`src/rtl/fetch_decode_queue_if.sv`:
```
// Fetch/decode front-end bundle: memory fetch handshake, redirect, and decoded queue head.
// master = the fetch/decode queue, slave = memory + control FSM side.
interface fetch_decode_queue_if #(
    parameter int unsigned DATA_WIDTH   = 16,
    parameter int unsigned ADDR_WIDTH   = 16,
    parameter int unsigned OPCODE_WIDTH = 5
);
    logic                               MemReq;
    logic [ADDR_WIDTH-1:0]              MemAddr;
    logic                               MemReady;
    logic [DATA_WIDTH-1:0]              MemData;
    logic                               PC_Write;
    logic [ADDR_WIDTH-1:0]              PC_Target;
    logic                               IR_Accept;
    logic                               IR_Valid;
    logic [DATA_WIDTH-1:0]              Instruction;
    logic [ADDR_WIDTH-1:0]              InstrPC;
    logic [ADDR_WIDTH-1:0]              NextPC;
    logic [OPCODE_WIDTH-1:0]            Opcode;
    logic [DATA_WIDTH-OPCODE_WIDTH-1:0] InstrParam;
    logic [DATA_WIDTH-1:0]              ZE;
    logic [DATA_WIDTH-1:0]              SE;
    logic [DATA_WIDTH-1:0]              SEL1;

    modport master (
        output MemReq, MemAddr, IR_Valid, Instruction, InstrPC, NextPC,
               Opcode, InstrParam, ZE, SE, SEL1,
        input  MemReady, MemData, PC_Write, PC_Target, IR_Accept
    );

    modport slave (
        input  MemReq, MemAddr, IR_Valid, Instruction, InstrPC, NextPC,
               Opcode, InstrParam, ZE, SE, SEL1,
        output MemReady, MemData, PC_Write, PC_Target, IR_Accept
    );
endinterface

```
`src/rtl/fetch_decode_queue.sv`:
```
// Fetch/decode front end: fetches instruction words into a DEPTH-entry prefetch queue and
// presents the decoded head; supports redirect with queue flush and in-flight response discard.
module fetch_decode_queue #(
    parameter int unsigned          DATA_WIDTH   = 16,
    parameter int unsigned          ADDR_WIDTH   = 16,
    parameter int unsigned          OPCODE_WIDTH = 5,
    parameter int unsigned          IMM_WIDTH    = 8,
    parameter int unsigned          DEPTH        = 4,
    parameter logic [ADDR_WIDTH-1:0] RESET_PC    = '0
) (
    input logic                  Clock,
    input logic                  Reset,
    fetch_decode_queue_if.master bus
);
    localparam int unsigned PTR_W   = $clog2(DEPTH);
    localparam int unsigned CNT_W   = PTR_W + 1;
    localparam int unsigned EXT_W   = DATA_WIDTH - IMM_WIDTH;
    localparam int unsigned PARAM_W = DATA_WIDTH - OPCODE_WIDTH;

    typedef enum logic [1:0] {ST_IDLE, ST_WAIT, ST_DISCARD} state_t;

    typedef struct packed {
        logic [ADDR_WIDTH-1:0] pc;
        logic [DATA_WIDTH-1:0] word;
    } entry_t;

    state_t                state_q, state_d;
    logic [ADDR_WIDTH-1:0] fetch_pc_q, fetch_pc_d;
    logic [ADDR_WIDTH-1:0] mem_addr_q, mem_addr_d;
    logic                  mem_req_q, mem_req_d;
    logic [PTR_W-1:0]      rd_ptr_q, rd_ptr_d;
    logic [PTR_W-1:0]      wr_ptr_q, wr_ptr_d;
    logic [CNT_W-1:0]      count_q, count_d;
    entry_t                q_mem_q [DEPTH];
    entry_t                q_mem_d [DEPTH];

    logic                  push_c;
    logic                  pop_c;
    logic                  ir_valid_c;
    entry_t                head_c;
    logic [DATA_WIDTH-1:0] instr_c;
    logic [IMM_WIDTH-1:0]  imm_c;
    logic [DATA_WIDTH-1:0] se_c;

    // A redirect kills both the arriving response and any pop in the same cycle.
    assign push_c     = (state_q == ST_WAIT) && bus.MemReady && !bus.PC_Write;
    assign ir_valid_c = (count_q != '0);
    assign pop_c      = bus.IR_Accept && ir_valid_c && !bus.PC_Write;

    // Circular queue bookkeeping.
    always_comb begin
        q_mem_d  = q_mem_q;
        rd_ptr_d = rd_ptr_q;
        wr_ptr_d = wr_ptr_q;
        count_d  = count_q;
        if (bus.PC_Write) begin
            rd_ptr_d = '0;
            wr_ptr_d = '0;
            count_d  = '0;
        end else begin
            if (push_c) begin
                q_mem_d[wr_ptr_q] = '{pc: fetch_pc_q, word: bus.MemData};
                wr_ptr_d          = wr_ptr_q + PTR_W'(1);
            end
            if (pop_c) begin
                rd_ptr_d = rd_ptr_q + PTR_W'(1);
            end
            count_d = count_q + CNT_W'(push_c) - CNT_W'(pop_c);
        end
    end

    // Fetch FSM; a request is only issued when the post-pop occupancy leaves a slot free.
    always_comb begin
        state_d    = state_q;
        fetch_pc_d = fetch_pc_q;
        mem_addr_d = mem_addr_q;
        mem_req_d  = 1'b0;
        unique case (state_q)
            ST_IDLE: begin
                if (bus.PC_Write) begin
                    fetch_pc_d = bus.PC_Target;
                end else if (count_d < CNT_W'(DEPTH)) begin
                    state_d = ST_WAIT;
                end
            end
            ST_WAIT: begin
                if (bus.PC_Write) begin
                    fetch_pc_d = bus.PC_Target;
                    state_d    = bus.MemReady ? ST_IDLE : ST_DISCARD;
                end else if (bus.MemReady) begin
                    fetch_pc_d = fetch_pc_q + ADDR_WIDTH'(1);
                    if (count_d >= CNT_W'(DEPTH)) begin
                        state_d = ST_IDLE;
                    end
                end
            end
            ST_DISCARD: begin
                if (bus.PC_Write) begin
                    fetch_pc_d = bus.PC_Target;
                end
                if (bus.MemReady) begin
                    state_d = ST_IDLE;
                end
            end
            default: state_d = ST_IDLE;
        endcase

        // DISCARD keeps presenting the abandoned address until its response arrives.
        if (state_d == ST_WAIT) begin
            mem_addr_d = fetch_pc_d;
        end else if (state_d == ST_IDLE) begin
            mem_addr_d = '0;
        end
        mem_req_d = (state_d != ST_IDLE);
    end

    always_ff @(posedge Clock or posedge Reset) begin
        if (Reset) begin
            state_q    <= ST_IDLE;
            fetch_pc_q <= RESET_PC;
            mem_addr_q <= '0;
            mem_req_q  <= 1'b0;
            rd_ptr_q   <= '0;
            wr_ptr_q   <= '0;
            count_q    <= '0;
            for (int i = 0; i < int'(DEPTH); i++) begin
                q_mem_q[i] <= '0;
            end
        end else begin
            state_q    <= state_d;
            fetch_pc_q <= fetch_pc_d;
            mem_addr_q <= mem_addr_d;
            mem_req_q  <= mem_req_d;
            rd_ptr_q   <= rd_ptr_d;
            wr_ptr_q   <= wr_ptr_d;
            count_q    <= count_d;
            q_mem_q    <= q_mem_d;
        end
    end

    // Head presentation and decode; everything reads as zero while the queue is empty.
    assign head_c  = q_mem_q[rd_ptr_q];
    assign instr_c = ir_valid_c ? head_c.word : '0;
    assign imm_c   = instr_c[IMM_WIDTH-1:0];
    assign se_c    = {{EXT_W{imm_c[IMM_WIDTH-1]}}, imm_c};

    assign bus.MemReq      = mem_req_q;
    assign bus.MemAddr     = mem_addr_q;
    assign bus.IR_Valid    = ir_valid_c;
    assign bus.Instruction = instr_c;
    assign bus.InstrPC     = ir_valid_c ? head_c.pc : '0;
    assign bus.NextPC      = ir_valid_c ? head_c.pc + ADDR_WIDTH'(1) : '0;
    assign bus.Opcode      = instr_c[DATA_WIDTH-1 -: OPCODE_WIDTH];
    assign bus.InstrParam  = instr_c[PARAM_W-1:0];
    assign bus.ZE          = {{EXT_W{1'b0}}, imm_c};
    assign bus.SE          = se_c;
    assign bus.SEL1        = {se_c[DATA_WIDTH-2:0], 1'b0};

endmodule
```
`src/flat_wrapper.sv`:
```
// flat-port wrapper written by rule: the top's interface ports become plain ports
module fetch_decode_queue_flat 
#(
    parameter int unsigned          DATA_WIDTH   = 16,
    parameter int unsigned          ADDR_WIDTH   = 16,
    parameter int unsigned          OPCODE_WIDTH = 5,
    parameter int unsigned          IMM_WIDTH    = 8,
    parameter int unsigned          DEPTH        = 4,
    parameter logic [ADDR_WIDTH-1:0] RESET_PC    = '0
)
  (Clock, Reset, bus_MemReq, bus_MemAddr, bus_IR_Valid, bus_Instruction, bus_InstrPC, bus_NextPC, bus_Opcode, bus_InstrParam, bus_ZE, bus_SE, bus_SEL1, bus_MemReady, bus_MemData, bus_PC_Write, bus_PC_Target, bus_IR_Accept);
  fetch_decode_queue_if #(.DATA_WIDTH(DATA_WIDTH), .ADDR_WIDTH(ADDR_WIDTH), .OPCODE_WIDTH(OPCODE_WIDTH)) bus_i ();
  input logic Clock;
  input logic Reset;
  output wire logic [$bits(bus_i.MemReq)-1:0] bus_MemReq;
  output wire logic [$bits(bus_i.MemAddr)-1:0] bus_MemAddr;
  output wire logic [$bits(bus_i.IR_Valid)-1:0] bus_IR_Valid;
  output wire logic [$bits(bus_i.Instruction)-1:0] bus_Instruction;
  output wire logic [$bits(bus_i.InstrPC)-1:0] bus_InstrPC;
  output wire logic [$bits(bus_i.NextPC)-1:0] bus_NextPC;
  output wire logic [$bits(bus_i.Opcode)-1:0] bus_Opcode;
  output wire logic [$bits(bus_i.InstrParam)-1:0] bus_InstrParam;
  output wire logic [$bits(bus_i.ZE)-1:0] bus_ZE;
  output wire logic [$bits(bus_i.SE)-1:0] bus_SE;
  output wire logic [$bits(bus_i.SEL1)-1:0] bus_SEL1;
  input wire logic [$bits(bus_i.MemReady)-1:0] bus_MemReady;
  input wire logic [$bits(bus_i.MemData)-1:0] bus_MemData;
  input wire logic [$bits(bus_i.PC_Write)-1:0] bus_PC_Write;
  input wire logic [$bits(bus_i.PC_Target)-1:0] bus_PC_Target;
  input wire logic [$bits(bus_i.IR_Accept)-1:0] bus_IR_Accept;
  assign bus_MemReq = bus_i.MemReq;
  assign bus_MemAddr = bus_i.MemAddr;
  assign bus_IR_Valid = bus_i.IR_Valid;
  assign bus_Instruction = bus_i.Instruction;
  assign bus_InstrPC = bus_i.InstrPC;
  assign bus_NextPC = bus_i.NextPC;
  assign bus_Opcode = bus_i.Opcode;
  assign bus_InstrParam = bus_i.InstrParam;
  assign bus_ZE = bus_i.ZE;
  assign bus_SE = bus_i.SE;
  assign bus_SEL1 = bus_i.SEL1;
  assign bus_i.MemReady = bus_MemReady;
  assign bus_i.MemData = bus_MemData;
  assign bus_i.PC_Write = bus_PC_Write;
  assign bus_i.PC_Target = bus_PC_Target;
  assign bus_i.IR_Accept = bus_IR_Accept;
  fetch_decode_queue #(.DATA_WIDTH(DATA_WIDTH), .ADDR_WIDTH(ADDR_WIDTH), .OPCODE_WIDTH(OPCODE_WIDTH), .IMM_WIDTH(IMM_WIDTH), .DEPTH(DEPTH), .RESET_PC(RESET_PC)) u_core (.Clock(Clock), .Reset(Reset), .bus(bus_i));
endmodule
```
`config.mk`:
```
export PLATFORM = sky130hd
export DESIGN_NAME = fetch_decode_queue_flat
export DESIGN_NICKNAME = d
export VERILOG_FILES = /design/src/rtl/fetch_decode_queue_if.sv /design/src/rtl/fetch_decode_queue.sv /design/src/flat_wrapper.sv
export SDC_FILE = /design/constraint.sdc
export NUM_CORES = 1
export LEC_CHECK = 0
export ABC_AREA = 0
export ABC_CLOCK_PERIOD_IN_PS = 5500
export CORE_MARGIN = 5
export CORE_UTILIZATION = 25
export DETAILED_ROUTE_END_ITERATION = 10
export PLACE_DENSITY = 0.49
export SKIP_LAST_GASP = 1
export SLEW_MARGIN = 25
export SYNTH_ARGS = -nofsm -noshare
export SYNTH_HDL_FRONTEND = slang
export SYNTH_SLANG_ARGS = --single-unit
```
`constraint.sdc`:
```
create_clock -name Clock -period 5.5 [get_ports Clock]
set_input_delay 0.825 -clock Clock [delete_from_list [all_inputs] [get_ports Clock]]
set_output_delay 0.825 -clock Clock [all_outputs]
set_load 0.01 [all_outputs]
```
* Word-level counts from Yosys, hierarchy flattened
Cells that the tools add are included.
** Word-level totals
- Flip-flop bits (word level) :: 170
- Output and inout bits :: 130
- Logic and storage cells :: 75
** Operators by class
- $add $sub $neg :: 6
- Order comparisons :: 5
- Equal/unequal tests :: 3
- Muxes and demuxes :: 28
- Bitwise operators :: 3
- Reduce and logical (&&, ||, !) cells :: 15
** Operators with widths (count)
- $bwmux 128 :: 1
- $mux 16 :: 8
- $mux 32 :: 3
- $bmux 32 s2 :: 1
- $demux 32 s2 :: 1
- $add 16x1->16 const B :: 2
- $pmux 16 s2 :: 1
- $mux 2 :: 11
- $ge 3x3->1 const B :: 3
- $reduce_bool 2->1 :: 4
- $not 2->3 :: 2
- $pmux 2 s3 :: 1
- $logic_and 1x1->1 :: 5
- $add 2x1->2 const B :: 2
- $eq 2x1->1 const B :: 2
- $logic_not 2->1 :: 2
- $add 3x1->3 :: 1
- $lt 3x1->1 const B :: 1
- $lt 3x3->1 const B :: 1
- $mux 3 :: 1
- $reduce_bool 3->1 :: 1
- $sub 3x1->3 :: 1
- $eq 2x2->1 const B :: 1
- $reduce_and 2->1 :: 1
- other kinds (3) :: 3

* Logic depth before layout (Yosys ltp)
- Depth after elaboration :: 14
- Depth in mapped cells :: 15
- Gate-level depth less buffers :: 14

* Worst setup path before layout
Ideal clock, no wire load.
- Kind :: input -> register
- From :: input bus_PC_Write
- To :: register u_core.mem_addr_q[2] (netlist: u_core.bus.MemAddr[2])
- Setup time :: 0.121 ns
- Arrival :: 3.433 ns
- Data required time :: 5.379 ns
- Setup slack :: 1.946 ns
- Cell stages on the path :: 15
- Path buffers :: 4
- Cells stage by stage :: buf_2 -> buf_2 -> clkbuf_1 -> nor2_1 -> ha_1 -> inv_1 -> ha_1 -> inv_1 -> fa_1 -> xor2_1 -> xnor2_1 -> o21ai_1 -> inv_1 -> buf_2 -> a22o_1
** On the way
- Cells in the longest elaborated chain, start to end :: 12
- Elaborated cells on any way between the ends :: 21
** RTL lines
- start: declaration :: RTL line flat_wrapper.sv:28 : input wire logic [$bits(bus_i.PC_Write)-1:0] bus_PC_Write;
- $logic_not 1->1 :: RTL line fetch_decode_queue.sv:46, fetch_decode_queue.sv:48
- $logic_and 1x1->1 :: RTL line fetch_decode_queue.sv:46 : assign push_c = (state_q == ST_WAIT) && bus.MemReady && !bus.PC_Write;
- $add 3x1->3 :: RTL line fetch_decode_queue.sv:68 : count_d = count_q + CNT_W'(push_c) - CNT_W'(pop_c);
- $sub 3x1->3 :: RTL line fetch_decode_queue.sv:68
- $mux 3 :: RTL line fetch_decode_queue.sv:56 : if (bus.PC_Write) begin
- $ge 3x3->1 :: RTL line fetch_decode_queue.sv:92 : if (count_d >= CNT_W'(DEPTH)) begin
- $mux 2 :: RTL line fetch_decode_queue.sv:92
- $mux 2 :: RTL line fetch_decode_queue.sv:90 : end else if (bus.MemReady) begin
- $mux 2 :: RTL line fetch_decode_queue.sv:87 : if (bus.PC_Write) begin
- $pmux 2 s3 (*) :: RTL line fetch_decode_queue.sv:78 : unique case (state_q)
- via u_core.state_d[0] :: RTL line fetch_decode_queue.sv:27 : state_t state_q, state_d;
- $eq 2x1->1 / $logic_not 2->1 (equally long branches) :: RTL line fetch_decode_queue.sv:109, fetch_decode_queue.sv:111
- $mux 16 / $reduce_bool 2->1 (equally long branches)
- end signal: assignment :: RTL line fetch_decode_queue.sv:132 : mem_addr_q <= mem_addr_d;
- end: declaration :: RTL line fetch_decode_queue.sv:29 : logic [ADDR_WIDTH-1:0] mem_addr_q, mem_addr_d;
The timed path passes the listed nets; every way through them passes the cells marked *.
A chain may end at the register's enable or synchronous reset.

* Worst setup path after layout
- From :: register u_core.rd_ptr_q[0]
- To :: output bus_NextPC[14]
** On the way
- Cells in the longest elaborated chain, start to end :: 6
** RTL lines
- start: declaration :: RTL line fetch_decode_queue.sv:31 : logic [PTR_W-1:0] rd_ptr_q, rd_ptr_d;
- start signal: assignment :: RTL line fetch_decode_queue.sv:134 : rd_ptr_q <= rd_ptr_d;
- $not 2->3 (implied by the code) :: RTL line fetch_decode_queue.sv:142 : assign head_c = q_mem_q[rd_ptr_q];
- $bmux 32 s2 :: RTL line fetch_decode_queue.sv:142
- $mux 32 (implied by the code) (2 in a row) :: RTL line fetch_decode_queue.sv:142
- $add 16x1->16 :: RTL line fetch_decode_queue.sv:152 : assign bus.NextPC = ir_valid_c ? head_c.pc + ADDR_WIDTH'(1) : '0;
- $mux 16 :: RTL line fetch_decode_queue.sv:152
- end: declaration :: RTL line flat_wrapper.sv:20 : output wire logic [$bits(bus_i.NextPC)-1:0] bus_NextPC;
No other way between the ends. The select of a mux whose other input is x is not followed.

==> results.tsv <==
stage	metric	value	unit
run_status	status	finished, final reports clean	
synthesis	most frequent cell after synthesis	dfrtp_1	
timing	Fin. Hold Viols	0	
detailed_routing	Initial DRC Count	298	
floorplanning	IO Count	167	
clock_network	number of CTS-inserted buffers	17	
finish	fillers	3630	
worst_setup_path	Worst Path Buf+Inv	2	
synthesis	sequential area share after synthesis	47.2	%
timing	setup ws final	1270	ps
worst_setup_path	critical path capture point type	primary output	
timing	worst rel slew slack	32.7	%
worst_setup_path	cell family with most CP delay	buffers and inverters	
pwr	Max rail drop VDD	0.247	mV
detailed_routing	DR WL/cell	18.2	microns
worst_setup_path	r2r endpoint	u_core.bus.MemReq	
synthesis	Post-synth ARST share	100	%
worst_setup_path	reg2reg start	u_core.state_q[0]	
clock_network	depth of the CTS H-tree	4	
timing	period utilisation layout	76.9	%
synthesis	Mapped Area	9000	sq um
finish	share of cells above drive strength 1	25.5	%
synthesis	EDFF count, synth	0	
worst_setup_path	R2R cell count	10	
detailed_routing	DRT Pass-1 Iters	4	
finish	multi-input logic area	3920	sq um
hold_path	HP Class	reg2reg	
synthesis	Yosys top cell area share	47.2	%
detailed_routing	DR DRC count	0	
finish	Area growth syn-to-layout	22.7	%
worst_setup_path	CP Data Required Time	4680	ps
timing	final setup vio count	0	
grt	largest net degree at the start of global routing	95	
grt	Tot GR Track Use	11.9	%
synthesis	post-synth cell types	68	
worst_setup_path	Worst path max stage delay	810	ps
floorplanning	core area	35600	sq um
synthesis	YS warnings	0	
pwr	leakage power	4.70	nW
worst_setup_path	CP max FO	19	
timing	max-slew violations	0	
timing	Fin Setup TNS	0	ps
place	post-DP HPWL	15.5	mm
floorplanning	die area	39900	sq um
grt	initial antenna violation count	1	
detailed_routing	vias per inst	4.49	
place	Placement Setup Slack	1120	ps
hold_path	WHS Endpoint	u_core.q_mem_q[23]	
hold_path	worst hold path startpoint	u_core.q_mem_q[23]	
floorplanning	DIE WIDTH	200	microns
synthesis	Synth top cells by count	dfrtp_1, mux2_2, buf_4, nand2_1, nor2_1	
grt	global-route wire length before repair	36.9	mm
timing	fmax	0.237	GHz
synthesis	Yosys top cell by area	dfrtp_1	
worst_setup_path	Startpoint Class	flop	
synthesis	synth top area cells	dfrtp_1, mux2_2, mux4_2	
clock_network	CTS tree	built	
synthesis	number of synthesized register bits	170	
synthesis	Post-synth top flop	dfrtp_1	
clock_network	Hold Buf Count CTS	0	
place	Final GP Congestion	0.788	
clock_network	Post-CTS Setup Bufs	0	
floorplanning	die height	200	microns
finish	Reg area	4260	sq um
timing	Period minus WS final	4230	ps
timing	Clock Skew	15.1	ps
worst_setup_path	Setup CP Type	reg2out	
clock_network	Root Buffer	clkbuf_16	
finish	# nets final	850	
detailed_routing	via count	5744	
worst_setup_path	CP max-delay cell	dfrtp_2	
place	I/O Buffers	157	
floorplanning	Starting Density	25.3	%
synthesis	post-synthesis average cell area	12.5	sq um
worst_setup_path	CP cell instances	buf_4, mux4_2, nand4_2, nor4_2, xnor2_1, nor2_1, clkdlybuf4s50_1	
clock_network	clock slew at reported path FFs	60	ps
hold_path	Worst Hold Depth	2	
detailed_routing	Post-DRT Antenna Nets	0	
synthesis	synthesized instance count	723	
detailed_routing	final WL	23.3	mm
flow_run	max_cap viols	0	
timing	Slew @ Worst Pin	1010	ps
grt	vias in the first global route	6064	
floorplanning	FP Rows	69	
clock_network	clock buffer depth	2	
worst_setup_path	Reg2Reg Setup Slack	1920	ps
pwr	PwrDens	535	nW/um^2
grt	global route overflow	0	
worst_setup_path	crit path DAT	3400	ps
timing	RSZ-0062 raised after global routing	false	
clock_network	clk_lat worst skew	420	ps
clock_network	PostCTS Resize Cnt	0	
clock_network	CTS Sinks	170	
-- registers in the layout (all words and copies together) (netlist names) --
name / cells
u_core.state_q: 2
u_core.bus.MemAddr: 16
u_core.rd_ptr_q: 2
u_core.count_q: 3
u_core.wr_ptr_q: 2
u_core.bus.MemReq: 1
u_core.fetch_pc_q: 16
u_core.q_mem_q: 128
-- stage by stage --
step / cells / total power [mW] / util [%] / hold slack, ps / instance area, sq um
floorplan: 731 / 3.70 / - / 441 / 9030
global placement: 1246 / 4.74 / 29.4 / 459 / 10500
detailed placement: 1246 / 4.76 / 29.4 / 464 / 10500
CTS: 1277 / 6.02 / 31.1 / 479 / 11000
global route: 1278 / 6.31 / 31.1 / 510 / 11100
finish: 1278 / 5.91 / 31.1 / 477 / 11100
-- worst max-delay path by stage --
stage                            start               endpoint  slack (ps)  depth (start not counted)
floorplan                        Reset  u_core.bus.MemAddr[0]          70                          1
global placement          bus_MemReady      u_core.bus.MemReq        1190                         11
detailed placement        bus_MemReady      u_core.bus.MemReq        1120                         11
CTS                 u_core.rd_ptr_q[0]         bus_NextPC[14]        1160                          7
global route        u_core.rd_ptr_q[0]         bus_NextPC[14]        1010                          7
finish              u_core.rd_ptr_q[0]         bus_NextPC[14]        1270                          7
-- cell type report --
type | instances | share of cell area (%)
clock inverter | 13 | 1.44
timing repair buffer | 163 | 14.7
antenna | 1 | 0.0226
inverter | 17 | 0.623
tap | 461 | 5.22
sequential | 170 | 38.5
multi-input combinational | 435 | 35.5
clock buffer | 18 | 3.97
-- cell families after synthesis --
| logic type | Yosys count | synth area share, % |
|---|---|---|
| AO/OA/AOI/OAI | 77 | 5.81 |
| other | 1 | 0.0416 |
| buffers and inverters | 126 | 9.53 |
| XOR/XNOR | 18 | 1.75 |
| adder cells (fa/ha/maj) | 9 | 1.33 |
| AND/OR/NAND/NOR | 165 | 10.3 |
| flip-flops | 170 | 47.2 |
| multiplexers | 157 | 24.0 |
-- worst reg2reg max path: stages (launching register included) --
cell and delay, ps:
dfrtp_1 690, inv_2 220, nor3_4 490, ha_1 220, inv_1 50, fa_1 360
xor2_1 160, xnor2_1 150, o21ai_1 360, inv_1 380, or2_2 390
-- layer usage --
| metal | global-route usage (%) | routed length [microns] | up-vias | part of all wire [%] |
|---|---|---|---|---|
| met2 | 18.3 | 10500 | 149 | 45 |
| met1 | 17.1 | 11400 | 2905 | 49 |
| met3 | 2.01 | 1070 | 15 | 4.6 |
| met4 | 3.70 | 347 | 0 | 1.5 |
| li1 | - | - | 2675 | - |
| met5 | 0 | 0 | - | 0 |
-- placed cells by master, fill, tap and decap left out, types with 4 or more instances in the layout --
master,synthesis,layout
nor3_1,11,11
a22o_1,11,11
nor2_1,36,36
xnor2_1,12,12
mux2_4,4,4
mux2_2,117,117
mux2i_1,4,4
xor2_1,6,6
nor4_2,5,5
o32ai_1,4,4
inv_1,16,15
ha_1,8,8
nand2_4,4,4
clkbuf_16,0,17
mux4_1,5,5
buf_4,68,5
or3_1,4,4
nand2_1,39,39
and2_1,32,32
nand3_1,10,10
a21oi_1,11,11
mux4_2,27,27
conb_1,1,9
clkdlybuf4s50_1,0,157
o21ai_0,24,24
inv_6,0,7
dfrtp_1,170,169
-- power by group --
group / switching (mW) / leakage, nW / internal (mW)
Sequential: 0.317 / 2.22 / 1.61
Clock: 0.540 / 0.291 / 0.693
Combinational: 1.24 / 2.19 / 1.51
No activity file was read; power rests on OpenSTA's default activity.
